<file path="src/rtl/piso_shift_tx.sv">
// Parallel-in serial-out transmitter: word accepted on load&ready, sent MSB first, 1 bit/clk;
// first bit one cycle after load, done NDATA+1 cycles after load; stall pauses SHIFT without losing bits.
module piso_shift_tx #(
  parameter int NDATA = 128
) (
  input  logic             clk,
  input  logic             rst,
  input  logic [NDATA-1:0] din,
  input  logic             load,
  input  logic             stall,
  output logic             ready,
  output logic             sout,
  output logic             sena_n,
  output logic             done
);

  localparam int NDATA_LOG = $clog2(NDATA);
  localparam logic [NDATA_LOG-1:0] CNT_LAST = NDATA_LOG'(NDATA - 1);

  typedef enum logic [1:0] {
    IDLE  = 2'd0,
    SHIFT = 2'd1,
    DONE  = 2'd2
  } state_t;

  state_t               state_q, state_d;
  logic [NDATA-1:0]     shreg_q, shreg_d;
  logic [NDATA_LOG-1:0] cnt_q, cnt_d;
  logic                 sout_q, sout_d;
  logic                 sena_n_q, sena_n_d;
  logic                 done_q, done_d;

  always_ff @(posedge clk or negedge rst) begin
    if (!rst) begin
      state_q  <= IDLE;
      shreg_q  <= '0;
      cnt_q    <= '0;
      sout_q   <= 1'b0;
      sena_n_q <= 1'b1;
      done_q   <= 1'b0;
    end else begin
      state_q  <= state_d;
      shreg_q  <= shreg_d;
      cnt_q    <= cnt_d;
      sout_q   <= sout_d;
      sena_n_q <= sena_n_d;
      done_q   <= done_d;
    end
  end

  always_comb begin
    state_d  = state_q;
    shreg_d  = shreg_q;
    cnt_d    = cnt_q;
    sout_d   = sout_q;
    sena_n_d = sena_n_q;
    done_d   = done_q;
    case (state_q)
      IDLE: begin
        sena_n_d = 1'b1;
        done_d   = 1'b0;
        if (load) begin
          shreg_d = din;
          cnt_d   = '0;
          state_d = SHIFT;
        end
      end
      SHIFT: begin
        done_d = 1'b0;
        if (stall) begin
          sena_n_d = 1'b1;
        end else begin
          sout_d   = shreg_q[NDATA-1];
          sena_n_d = 1'b0;
          shreg_d  = {shreg_q[NDATA-2:0], 1'b0};
          // Counter parks at the last index so it never wraps
          if (cnt_q == CNT_LAST) begin
            state_d = DONE;
          end else begin
            cnt_d = cnt_q + NDATA_LOG'(1);
          end
        end
      end
      DONE: begin
        sena_n_d = 1'b1;
        done_d   = 1'b1;
        sout_d   = 1'b0;
        state_d  = IDLE;
      end
      default: begin
        state_d = IDLE;
      end
    endcase
  end

  assign ready  = (state_q == IDLE);
  assign sout   = sout_q;
  assign sena_n = sena_n_q;
  assign done   = done_q;

endmodule
</file>
<file path="config.mk">
export PLATFORM = sky130hd
export DESIGN_NAME = piso_shift_tx
export DESIGN_NICKNAME = d
export VERILOG_FILES = /design/src/rtl/piso_shift_tx.sv
export SDC_FILE = /design/constraint.sdc
export NUM_CORES = 1
export LEC_CHECK = 0
export ABC_AREA = 1
export ABC_CLOCK_PERIOD_IN_PS = 1400
export CORE_ASPECT_RATIO = 0.9
export CORE_MARGIN = 3
export CORE_UTILIZATION = 45
export DETAILED_ROUTE_END_ITERATION = 16
export HOLD_SLACK_MARGIN = 0.06
export PLACE_DENSITY = 0.77
export REMOVE_ABC_BUFFERS = 1
export SYNTH_ARGS = -nofsm -noshare
export SYNTH_HDL_FRONTEND = slang
export SYNTH_SLANG_ARGS = --single-unit
</file>
<file path="constraint.sdc">
create_clock -name clk -period 1.4 [get_ports clk]
set_clock_uncertainty 0.05 [all_clocks]
set_input_delay 0.28 -clock clk [delete_from_list [all_inputs] [get_ports clk]]
set_output_delay 0.28 -clock clk [all_outputs]
set_load 0.005 [all_outputs]
</file>
After elaboration in Yosys (flattened, before gate mapping):

Cells that the tools add are included.

* bits in registers: 140
* latch bits: 0
* bits in writable memories: 0
* ROM bits: 0
* input bits: 132
* output and inout bits: 4
* word-level logic and storage cells: 41
* memories kept: 0

* add/subtract/negate cells: 1
* multiply operators: 0
* div/mod/pow operators: 0
* magnitude comparators: 0
* eq/ne operators: 7
* shift-type cells: 0
* muxes and demuxes: 16
* bitwise logic cells: 0
* reductions and logical operators: 11

Operators with widths (count)
* 128-bit 2-to-1 mux: 2
* 128-bit one-hot mux with 2 select lines: 1
* 7-bit 2-to-1 mux: 3
* 7-bit one-hot mux with 2 select lines: 1
* 2-bit inequality test (second input constant): 4
* 2-bit nonzero test: 4
* 7-bit by 1-bit adder with 7-bit output (second input constant): 1
* 7-bit == test (second input constant): 1
* 2-bit 2-to-1 mux: 3
* 1-bit one-hot mux with 2 select lines: 3
* 3-bit AND reduction: 2
* 2-bit one-hot mux with 2 select lines: 1
* 4-bit AND reduction: 1
* 2-bit OR reduction: 2
* 2-bit by 1-bit == test with 1-bit output (second input constant): 1
* 2-bit == test (second input constant): 1
* 2-bit logical NOT: 1
* 1-bit 2-to-1 mux: 2
* 2-bit AND reduction: 1

Longest topological paths before layout:

* depth after elaboration: 4
* mapped depth: 9
* mapped depth without buffers: 8

Least setup slack after synthesis:

OpenSTA, ideal clock, no wires.

* path type: flip-flop to flip-flop
* from: register state_q[0]
* to: register shreg_q[19]
* setup time: 0.130 ns
* arrival time: 1.195 ns
* data required time: 1.220 ns
* path slack: 0.025 ns
* cell stages (with the launch flop): 7
* buffers on the path: 2
* period minus slack after synthesis: 1.375 ns
* cell sequence: dfrtp_1 > nor2_1 > nand2_1 > nand2_2 > buf_4 > clkbuf_1 > o21ai_0

* cells in the longest elaborated chain, start to end: 3
* elaborated cells between the ends (all ways): 7
* classes of those cells: 3 x eq/ne; 1 x mux; 3 x reduce/logical

RTL lines
* start, declared: RTL line 26 `state_t state_q, state_d;`
* start signal, assigned: RTL line 42 `state_q <= state_d;`
* 2-bit logical NOT (*)
* via ready: RTL line 11 `output logic ready,`
* 2-bit inequality test (no source line) / 2-bit nonzero test (equally long branches)
* 3-bit AND reduction (no source line)
* end signal, assigned: RTL line 43 `shreg_q <= shreg_d;`
* end, declared: RTL line 27 `logic [NDATA-1:0] shreg_q, shreg_d;`

Mark *: on every way through the listed nets, which the timed path passes. The rest lies on a longest branch.
A chain may end at the register's enable or synchronous reset.

Worst setup path after layout:

* from: register state_q[1]
* to: register shreg_q[75]

* cells in the longest elaborated chain, start to end: 3
* elaborated cells between the ends (all ways): 7
* classes of those cells: 3 x eq/ne; 1 x mux; 3 x reduce/logical

RTL lines
* 2-bit by 1-bit == test with 1-bit output / 2-bit logical NOT (equally long branches): RTL line 58 `case (state_q)`
* 2-bit inequality test (no source line) / 2-bit nonzero test (equally long branches)
* 3-bit AND reduction (no source line)

Several ways; a longest one is shown, not always the timed one.

==> results <==
- The run finished, with violations left.
- The final reports fail on setup timing.
- The met2 wire length is between 9 and 10 mm.
- The number of placed instances, taps included, is 1080.
- The longest clock path from root to sink contains 2 buffers.
- The worst hold path belongs to the class input port to asynchronous set/reset pin.
- Once routing completed, OpenROAD measured the worst setup slack at -0.251 ns.
- Leaving out fill and tap cells, the most frequent cell in the layout is dfrtp_1.
- Counting flops with an async set or reset pin after synthesis yields a share of 1.00.
- Setup repair after global routing could not meet its margin everywhere.
- The number of pins with negative max-slew slack in the final report is 0.
- In this run the vertical extent of the chip is 121 um.
- The number of synthesized flops with an enable pin is 0.
- The count of final hold-check violations is 0.
- The detail route stage leaves a number of antenna-violating nets equal to 0.
- The congestion estimate from routability-driven global placement came to 0.796.
- The worst-case IR drop observed on VDD is roughly 1.4 mV.
- After synthesis, the mean cell area works out to 8.62 um2.
- The diode insertion count for antenna repair is 0.
- The static leakage power is approximately 4.8 nW.
- The initial utilization of the core area, before any placement, comes to 0.466.
- After detailed routing, the number of vias per cell comes to 5.35.
- The data required time of the critical path is roughly 1.6 ns.
- TritonCTS built the clock tree.
- The gate count after technology mapping is between 700 and 800.
- The finished layout holds approximately 1.2k standard cells, fillers aside.
- The number of optimization iterations in the first detailed-route pass is 5.
- The core footprint is 14300 um2.
- The final setup violation count is 137.
- The leading register cell type out of synthesis is dfrtp_1.
- The number of antenna violations at the first check in global routing is 0.
- Clock-pin slew was measured on the worst setup and hold paths at ~0.06 ns.
- The worst setup timing slack at the placement stage is -0.371 ns.
- The final period utilization is 1.18.
- The mapped netlist covers roughly 6700 um2.
- For this run, the register share of the synthesized area comes to 0.527.
- The met1 routed wirelength after detailed routing is 8.56 mm.
- The layout cell share with drive strength beyond 1 is 0.219.
- The yosys synthesis warning count is 0.
- The source-to-sink clock delay at the later pin of the worst-skew pair is between 0.4 and 0.5 ns.
- Headroom to the max-slew limit came out at 0.760.
- The achievable frequency is between 600 and 700 MHz.
- In this run the core area contains 41 standard-cell rows.
- The routed wirelength normalized by instance count is around 17 um.
- The synthesized flop and latch total is 140.
- The area added between synthesis and finish is 58.5%.
- The number of global-route vias before repair was between 5k and 6k.
- The detailed-placement wirelength estimate is 10.2 mm.
- Synthesis instantiated 23 different standard cells from the library.
- The level count of the clock H-tree is 4.
- The wire length on met3 is a little over 1 mm.
- Leaving out fill and tap cells, the most frequent cells in the layout are dfrtp_1 (139), inv_1 (136), o21ai_1 (132).
- The critical path arrival is approximately 1.9 ns.
- The highest metal layer carrying signal wires in the routed design is met4.
- Summing all multi-input logic gate instances after layout gives around 2800 um2.
- The overall via count from detail_route is about 6.2k.
- The maximum fanout along the worst path is 7.
- Counting the buffers created by CTS gives 17.
- In this run the horizontal extent of the chip is ~130 um.
- Port buffering added between 100 and 150 buffers.
- The worst path in the final design needs a cycle of about 1.7 ns, including I/O delays and setup.
- The core utilization of the finished layout is 0.740.
- STA classifies the critical path startpoint as a flip-flop.
- The violation count after the first detailed-route iteration is around 400.
- The measured slew at the worst slew-check pin is 0.360 ns.
- For this run, design rule violations remaining after detail routing come to 0.
- Across every metal layer, demand over resource in global routing totals 0.218.
- Across the whole layout, storage elements account for between 3000 and 4000 um2.
- The total of fill cells in the finished design is 1008.
- Entering global routing, the biggest net connects 34 pins.
- The classification of the worst setup path is flip-flop to flip-flop.
- The first global-routing pass estimated around 28 mm of wire.
- The CTS sink count is 140.
- The area of the die is ~16000 um2.
- The nature of the critical path endpoint is a flip-flop.
- The residual overflow from global routing is 0.
- The routed wire length is slightly below 20 mm.
- After the last flow step, the layout net total stands at 1087.
- For this design the top-level I/O count stands at between 100 and 150.
- Across the run, the number of max-cap violations was 0.
- The clock root buffer is clkbuf_16.
- In this run the power density over the cells is 2560 nW/um2.
[flip-flops by register name, summed over array words and instances (netlist names)]
register / cells
cnt_q: 7
done: 1
sout: 1
state_q: 2
sena_n: 1
shreg_q: 128
[Yosys cell counts, types with 2 or more instances]
| master | instances | area, um2 |
|---|---|---|
| nand2_1 | 151 | 567 |
| dfrtp_1 | 139 | 3480 |
| inv_1 | 136 | 510 |
| o211ai_1 | 127 | 953 |
| o21ai_0 | 97 | 485 |
| o21ai_1 | 39 | 195 |
| buf_2 | 26 | 130 |
| clkbuf_1 | 15 | 56.3 |
| buf_4 | 13 | 97.6 |
| nand3_1 | 7 | 35.0 |
| nor2_1 | 6 | 22.5 |
| buf_1 | 2 | 7.51 |
| inv_2 | 2 | 7.51 |
| nand2_2 | 2 | 12.5 |
| nor3_1 | 2 | 10.0 |
[per-stage QoR]
step	setup TNS, ns	total power [mW]	instance area, um2	hold WS [ns]
3_3_place_gp	-40.21	15.3	8400	0.150
6_report	-25.21	27.0	10500	0.272
2_1_floorplan	-636.75	10.8	6360	-0.0656
5_1_grt	-33.69	28.7	10500	0.307
3_5_place_dp	-41.71	15.7	8400	0.151
4_1_cts	-18.38	23.0	9610	0.269
[cell type report]
| type | instances | area share |
|---|---|---|
| Sequential cell | 140 | 0.332 |
| Tap cell | 193 | 0.0229 |
| Inverter | 138 | 0.0493 |
| Clock inverter | 11 | 0.0112 |
| Timing Repair Buffer | 218 | 0.277 |
| Clock buffer | 21 | 0.0446 |
| Multi-Input combinational cell | 439 | 0.263 |
[critical path: stages (launching register included)]
cell and delay [ns]:
dfrtp_1 0.40, buf_6 0.13, nor2_4 0.16, buf_12 0.18, clkbuf_16 0.19, clkbuf_16 0.16, nand2_2 0.05, o211ai_1 0.09
o21ai_1 0.09
[kinds of logic after synthesis]
family | share of synthesized area
AO/OA/AOI/OAI | 0.248
XOR/XNOR | 0.00132
adder cells (fa/ha/maj) | 0.00188
buffers and inverters | 0.122
flip-flops | 0.527
AND/OR/NAND/NOR | 0.101
[path summary, 6_finish.rpt]
check / from / to / slack (ns) / cells past startpoint
max in group asynchronous: rst / sena_n / 0.48 / 3
worst max-delay path: state_q[1] / shreg_q[75] / -0.25 / 8
worst max register to register: state_q[1] / shreg_q[75] / -0.25 / 8
worst min register to register: done / done / 0.44 / 1
min in group clk: din[0] / shreg_q[0] / 0.41 / 3
worst min-delay path: rst / shreg_q[107] / 0.27 / 2
[report_power, final]
part	switching (mW)	internal, mW
registers	0.606	6.08
clock network	1.70	2.75
logic	8.12	7.70
[repair_timing]
action                                  CTS  global route
hold endpoints to repair                139             0
endpoints found under the setup margin  138           141
pin swaps                                10            34
setup buffers                            13             1
gates cloned                             11            24
resized for setup                       107           171
hold buffers                              1             0
[per-layer routing]
metal | global-route usage | vias to the layer above
li1 | - | 2952
met1 | 0.301 | 3033
met2 | 0.347 | 187
met3 | 0.0576 | 30
met4 | 0.0528 | 0
met5 | 0 | -
Note: power is estimated with default switching activity, not from simulation.
